[src/rtl/uart_pkg.sv]
// Shared definitions for the UART serializer/deserializer.
//   OVERSAMPLE : oversample ticks per bit
//   rx_state_e : receive FSM states
//   tx_state_e : transmit FSM states
//   calc_div   : clocks per oversample tick, never less than 1
package uart_pkg;

  localparam int OVERSAMPLE = 16;

  typedef enum logic [2:0] {
    RX_IDLE,
    RX_START,
    RX_DATA,
    RX_STOP,
    RX_WAIT_HIGH
  } rx_state_e;

  typedef enum logic [1:0] {
    TX_IDLE,
    TX_START,
    TX_DATA,
    TX_STOP
  } tx_state_e;

  function automatic int calc_div(input int f_hz, input int b);
    int d;
    d = f_hz / (OVERSAMPLE * b);
    return (d < 1) ? 1 : d;
  endfunction

endpackage

[src/rtl/uart_baud_gen.sv]
// Free-running oversample tick generator.
//   clk    : clock
//   reset  : async active-low reset, counter returns to 0
//   o_tick : one-cycle pulse every DIV clocks
module uart_baud_gen #(
  parameter int DIV = 1
) (
  input  logic clk,
  input  logic reset,
  output logic o_tick
);

  localparam int CW = (DIV > 1) ? $clog2(DIV) : 1;

  logic [CW-1:0] r_cnt;
  logic          w_tick;

  // With DIV == 1 the compare is always true and the counter sits at 0.
  assign w_tick = (r_cnt == CW'(DIV - 1));
  assign o_tick = w_tick;

  always_ff @(posedge clk or negedge reset) begin
    if (!reset) begin
      r_cnt <= '0;
    end else if (w_tick) begin
      r_cnt <= '0;
    end else begin
      r_cnt <= r_cnt + 1'b1;
    end
  end

endmodule

[src/rtl/uart_serdes.sv]
// 8N1 UART transmitter and receiver sharing one oversample tick.
//   clk, reset : clock, async active-low reset
//   uart_rxd   : serial input (async, idle high)
//   uart_txd   : serial output (registered, idle high)
//   rx_data    : last well-framed received byte
//   rx_avail   : unread byte present
//   rx_error   : framing error or overrun since last rx_ack
//   rx_ack     : consumer read pulse
//   tx_data    : byte to send, latched on accepted tx_wr
//   tx_wr      : send request pulse
//   tx_busy    : transmitter occupied, tx_wr ignored
module uart_serdes
  import uart_pkg::*;
#(
  parameter int freq_hz = 100000000,
  parameter int baud    = 115200
) (
  input  logic       clk,
  input  logic       reset,
  input  logic       uart_rxd,
  output logic       uart_txd,
  output logic [7:0] rx_data,
  output logic       rx_avail,
  output logic       rx_error,
  input  logic       rx_ack,
  input  logic [7:0] tx_data,
  input  logic       tx_wr,
  output logic       tx_busy
);

  localparam int DIV = calc_div(freq_hz, baud);
  localparam logic [3:0] LAST_TICK = 4'(OVERSAMPLE - 1);
  localparam logic [3:0] HALF_TICK = 4'(OVERSAMPLE / 2 - 1);

  logic w_tick;

  uart_baud_gen #(.DIV(DIV)) u_baud (
    .clk    (clk),
    .reset  (reset),
    .o_tick (w_tick)
  );

  // ---------------- receive ----------------
  logic [1:0] r_sync;
  logic       w_rxd;
  rx_state_e  r_rx_state;
  logic [3:0] r_rx_tcnt;
  logic [2:0] r_rx_bit;
  logic [7:0] r_rx_shift;
  logic [7:0] r_rx_data;
  logic       r_rx_avail;
  logic       r_rx_error;

  assign w_rxd = r_sync[1];

  always_ff @(posedge clk or negedge reset) begin
    if (!reset) begin
      r_sync <= 2'b11;
    end else begin
      r_sync <= {r_sync[0], uart_rxd};
    end
  end

  always_ff @(posedge clk or negedge reset) begin
    if (!reset) begin
      r_rx_state <= RX_IDLE;
      r_rx_tcnt  <= '0;
      r_rx_bit   <= '0;
      r_rx_shift <= '0;
      r_rx_data  <= '0;
      r_rx_avail <= 1'b0;
      r_rx_error <= 1'b0;
    end else begin
      // The ack is applied first so a completing frame in the same cycle wins.
      if (rx_ack) begin
        r_rx_avail <= 1'b0;
        r_rx_error <= 1'b0;
      end
      case (r_rx_state)
        RX_IDLE: begin
          if (!w_rxd) begin
            r_rx_state <= RX_START;
            r_rx_tcnt  <= '0;
          end
        end
        RX_START: begin
          if (w_tick) begin
            if (r_rx_tcnt == HALF_TICK) begin
              // Mid-start resample: a high line here was only a glitch.
              r_rx_tcnt  <= '0;
              r_rx_bit   <= '0;
              r_rx_state <= w_rxd ? RX_IDLE : RX_DATA;
            end else begin
              r_rx_tcnt <= r_rx_tcnt + 1'b1;
            end
          end
        end
        RX_DATA: begin
          if (w_tick) begin
            r_rx_tcnt <= r_rx_tcnt + 1'b1;
            if (r_rx_tcnt == LAST_TICK) begin
              r_rx_shift <= {w_rxd, r_rx_shift[7:1]};
              r_rx_bit   <= r_rx_bit + 1'b1;
              if (r_rx_bit == 3'd7) r_rx_state <= RX_STOP;
            end
          end
        end
        RX_STOP: begin
          if (w_tick) begin
            r_rx_tcnt <= r_rx_tcnt + 1'b1;
            if (r_rx_tcnt == LAST_TICK) begin
              if (w_rxd) begin
                r_rx_data  <= r_rx_shift;
                r_rx_avail <= 1'b1;
                // Overrun judged on the pre-ack flag.
                if (r_rx_avail) r_rx_error <= 1'b1;
                r_rx_state <= RX_IDLE;
              end else begin
                r_rx_error <= 1'b1;
                r_rx_state <= RX_WAIT_HIGH;
              end
            end
          end
        end
        RX_WAIT_HIGH: begin
          if (w_rxd) r_rx_state <= RX_IDLE;
        end
        default: r_rx_state <= RX_IDLE;
      endcase
    end
  end

  assign rx_data  = r_rx_data;
  assign rx_avail = r_rx_avail;
  assign rx_error = r_rx_error;

  // ---------------- transmit ----------------
  tx_state_e  r_tx_state;
  logic [3:0] r_tx_tcnt;
  logic [2:0] r_tx_bit;
  logic [7:0] r_tx_shift;
  logic       r_tx_busy;
  logic       r_txd;

  always_ff @(posedge clk or negedge reset) begin
    if (!reset) begin
      r_tx_state <= TX_IDLE;
      r_tx_tcnt  <= '0;
      r_tx_bit   <= '0;
      r_tx_shift <= '0;
      r_tx_busy  <= 1'b0;
      r_txd      <= 1'b1;
    end else begin
      case (r_tx_state)
        TX_IDLE: begin
          if (r_tx_busy) begin
            // Byte latched; start bit is aligned to the next tick.
            if (w_tick) begin
              r_tx_state <= TX_START;
              r_tx_tcnt  <= '0;
              r_txd      <= 1'b0;
            end
          end else if (tx_wr) begin
            r_tx_shift <= tx_data;
            r_tx_busy  <= 1'b1;
          end
        end
        TX_START: begin
          if (w_tick) begin
            r_tx_tcnt <= r_tx_tcnt + 1'b1;
            if (r_tx_tcnt == LAST_TICK) begin
              r_tx_state <= TX_DATA;
              r_tx_bit   <= '0;
              r_txd      <= r_tx_shift[0];
            end
          end
        end
        TX_DATA: begin
          if (w_tick) begin
            r_tx_tcnt <= r_tx_tcnt + 1'b1;
            if (r_tx_tcnt == LAST_TICK) begin
              if (r_tx_bit == 3'd7) begin
                r_tx_state <= TX_STOP;
                r_txd      <= 1'b1;
              end else begin
                r_tx_shift <= {1'b0, r_tx_shift[7:1]};
                r_txd      <= r_tx_shift[1];
                r_tx_bit   <= r_tx_bit + 1'b1;
              end
            end
          end
        end
        TX_STOP: begin
          if (w_tick) begin
            r_tx_tcnt <= r_tx_tcnt + 1'b1;
            if (r_tx_tcnt == LAST_TICK) begin
              r_tx_state <= TX_IDLE;
              r_tx_busy  <= 1'b0;
            end
          end
        end
        default: r_tx_state <= TX_IDLE;
      endcase
    end
  end

  assign uart_txd = r_txd;
  assign tx_busy  = r_tx_busy;

endmodule
[config.mk]
export PLATFORM = sky130hd
export DESIGN_NAME = uart_serdes
export DESIGN_NICKNAME = d
export VERILOG_FILES = /design/src/rtl/uart_pkg.sv /design/src/rtl/uart_baud_gen.sv /design/src/rtl/uart_serdes.sv
export SDC_FILE = /design/constraint.sdc
export NUM_CORES = 1
export LEC_CHECK = 0
export CAP_MARGIN = 20
export CORE_MARGIN = 2
export CORE_UTILIZATION = 40
export CTS_CLUSTER_SIZE = 24
export DETAILED_ROUTE_END_ITERATION = 8
export GPL_TIMING_DRIVEN = 0
export SKIP_CTS_REPAIR_TIMING = 1
export SYNTH_ARGS = -nofsm -noshare
export SYNTH_HDL_FRONTEND = slang
export SYNTH_HIERARCHICAL = 1
export SYNTH_SLANG_ARGS = --single-unit
[constraint.sdc]
create_clock -name clk -period 2.16 [get_ports clk]
set_input_delay 0.432 -clock clk [delete_from_list [all_inputs] [get_ports clk]]
set_output_delay 0.432 -clock clk [all_outputs]
set_load 0.01 [all_outputs]
==> impl_metrics.ini <==
[timing]
tightest_slew_ns = 0.553
finalSetupViolations = 0
timing.setup.tns_ns = 0
drv_slew = 0
finalCriticalPeriod_ns = 2.07
finalCritPeriodShare_pct = 95.7
finalWorstSetupSlack_ns = 0.0925
hold_viol_final = 0
fmax_ghz = 0.484
max-slew-margin-rel_pct = 63.1
skew_ns = 0.00752

[placed_design]
port_buffers = 24
dp_cells = 376
pre_cts_ws_ns = -0.214
gp_congestion = 0.803
place_hpwl_mm = 3.55

[synth]
synthFlopType = dfrtp_1
synth_fp_nets = 283
synth_top_area_share_pct = 46.4
ys_async_sr_fraction_pct = 100
synth_edf_count = 0
synth_cells = 255
syn_area_sq_um = 2810
synth.avg_cell_area_sq_um = 11.0
ys_seq_area_share_pct = 49.2
synth-seq-cells = 55
yosysTopAreaCell = dfrtp_1
ys_types = 45
synth_warnings = 6
yosys-top-cells-area = dfrtp_1 46%, mux2_2 7.6%, ha_1 6.7%, mux2i_1 4.6%, a21oi_1 3.0%

[layout]
final_cells = 393
utilization_pct = 50.2
fill_cells = 626
syn_to_final_growth_pct = 21.7
antenna_cells = 0
fin_nets = 324
final_common_cell = dfrtp_1
final_cell_mix = 51 x dfrtp_1, 23 x clkdlybuf4s50_1, 21 x nand2_1
drive_gt1_share_pct = 22.2

[worst_setup_path]
worstPathRequired_ns = 2.37
max_stage_delay_ns = 0.41
worstSetupPathType = register to register
cp_max_fo = 7
crit_slowest_cell = dfrtp_1
end_kind = register
cp.arrival_ns = 2.27
path_cells = inv_1, ha_1, nand2_1, nor3_4, buf_12, buf_6, buf_4, o211ai_1, a21oi_2, mux2_2
cp-start-kind = register

[route]
drtAntennaViolNets = 0
viasPerCell = 5.09
wl_per_cell_um = 13.0
firstDrtPassIters = 4
drt_wl_total_mm = 5.10
initialDrtViolationCount = 41
drc = 0
routed-via-count = 2001

[global_routing]
grt_pass1_vias = 1937
grt_antenna_before_repair = 0
grt_first_pass_wirelength_mm = 9.03
grt_usage_pct = 14.7
grt_overflow = 0
grt_max_degree = 35

[clock_tree]
cts_tree = done
cts_sinks = 55
cts_buffers = 5
h-tree-depth = 2
ctsLongestPathBuffers = 2
cts_root_buf = clkbuf_8
insertion_delay_ns = 0.31
clk_pin_slew_ns = 0.10

[job]
maxCapViolCount = 0

[die]
rows = 30
core_area_sq_um = 6790
die-area_sq_um = 7700
io_pins = 25
die_w_um = 87.7
start_util_pct = 41.3
die_y_um = 87.7

[status]
outcome = complete, no violations

[power_and_ir_drop]
peakVddDrop_mv = 0.370
power_density_nw_per_um2 = 499
p_leak_nw = 1.48

[hold_path]
hp-class = input pin to asynchronous set/reset pin
==> report_power, final <==
part	internal [W]	switching, W
logic	0.0000275	0.0000289
clock network	0.000242	0.000370
registers	0.00103	0.000000656
total	0.00130	0.000400
==> per-layer routing <==
metal / vias to the layer above / part of all wire (%) / GRT usage (%)
met3: 7 / 2.6 / 3.30
met2: 23 / 45 / 22.9
met1: 978 / 51 / 20.3
li1: 993 / - / -
met5: - / 0 / 0
met4: 0 / 1.5 / 5.03
==> cells in the mapped netlist, drive strengths merged (2+ instances only) <==
cell and number:
nand3 9, or3 2, inv 12, xnor2 3
a32o 2, o22ai 3, nor3b 2, dfrtp 52
and3 3, o21ai 17, a31oi 8, ha 15
dfstp 3, nor4b 2, mux2 19, nor3 5
buf 9, a21boi 2, mux2i 13, nor2b 4
nor2 13, a21oi 17, xor2 2, nand2 21
nand2b 4
==> through the flow <==
step / cell area, sq um / total power [W] / hold WS, ns
2_1_floorplan: 2810 / 0.00106 / 0.136
3_3_place_gp: 3170 / 0.00111 / 0.347
3_5_place_dp: 3190 / 0.00111 / 0.347
4_1_cts: 3280 / 0.00174 / 0.100
5_1_grt: 3410 / 0.00178 / 0.130
6_report: 3410 / 0.00170 / 0.0928
==> cells by family (layout without fill, tap and decap cells) <==
family                     Yosys count  after routing  share of synthesized area, %
adders and majority gates           15             15                          6.69
DFF                                 55             55                          49.2
and+or+nand+nor                     71             72                          13.9
xor gates and xnor gates             5              5                          1.56
buffers and inverters               21             62                          4.01
muxes                               32             32                          12.3
AOI/OAI and AO/OA                   56             56                          12.4
==> worst max-delay path: cells and delay by family (launching register included) <==
family,cells,cell delay (ns)
flip-flops,1,0.41
AND/OR/NAND/NOR,2,0.32
buffers and inverters,4,0.44
multiplexers,1,0.35
adder cells (fa/ha/maj),1,0.16
AO/OA/AOI/OAI,2,0.29
==> area by class of cell <==
cell class | count | area (sq um) | area share [%]
buffer | 9 | 71.3 | 2.09
clock buffer | 5 | 68.8 | 2.02
clock inverter | 3 | 26.3 | 0.770
inverter | 12 | 47.5 | 1.39
multi-input combinational | 180 | 1370 | 40.1
sequential | 55 | 1380 | 40.5
tap | 96 | 120 | 3.52
timing repair buffer | 33 | 328 | 9.60
==> flip-flops by register name, indices dropped and copies added, names as in the netlist, 2 cells and up <==
| register | flops |
|---|---|
| r_rx_shift | 8 |
| r_tx_shift | 8 |
| rx_data | 8 |
| u_baud/r_cnt | 6 |
| r_rx_tcnt | 4 |
| r_tx_tcnt | 4 |
| r_rx_bit | 3 |
| r_rx_state | 3 |
| r_tx_bit | 3 |
| r_sync | 2 |
| r_tx_state | 2 |
==> worst paths after layout <==
kind	startpoint	end	slack, ns	depth (start not counted)
max	u_baud/r_cnt[1]	r_tx_state[1]	0.09	10
min	reset	u_baud/r_cnt[5]	0.09	1
max reg2reg	u_baud/r_cnt[1]	r_tx_state[1]	0.09	10
min reg2reg	r_sync[0]	r_sync[1]	0.36	0
max in group asynchronous	reset	uart_txd	1.44	2
min in group clk	r_sync[0]	r_sync[1]	0.36	0
(Power assumes the default switching activity.)
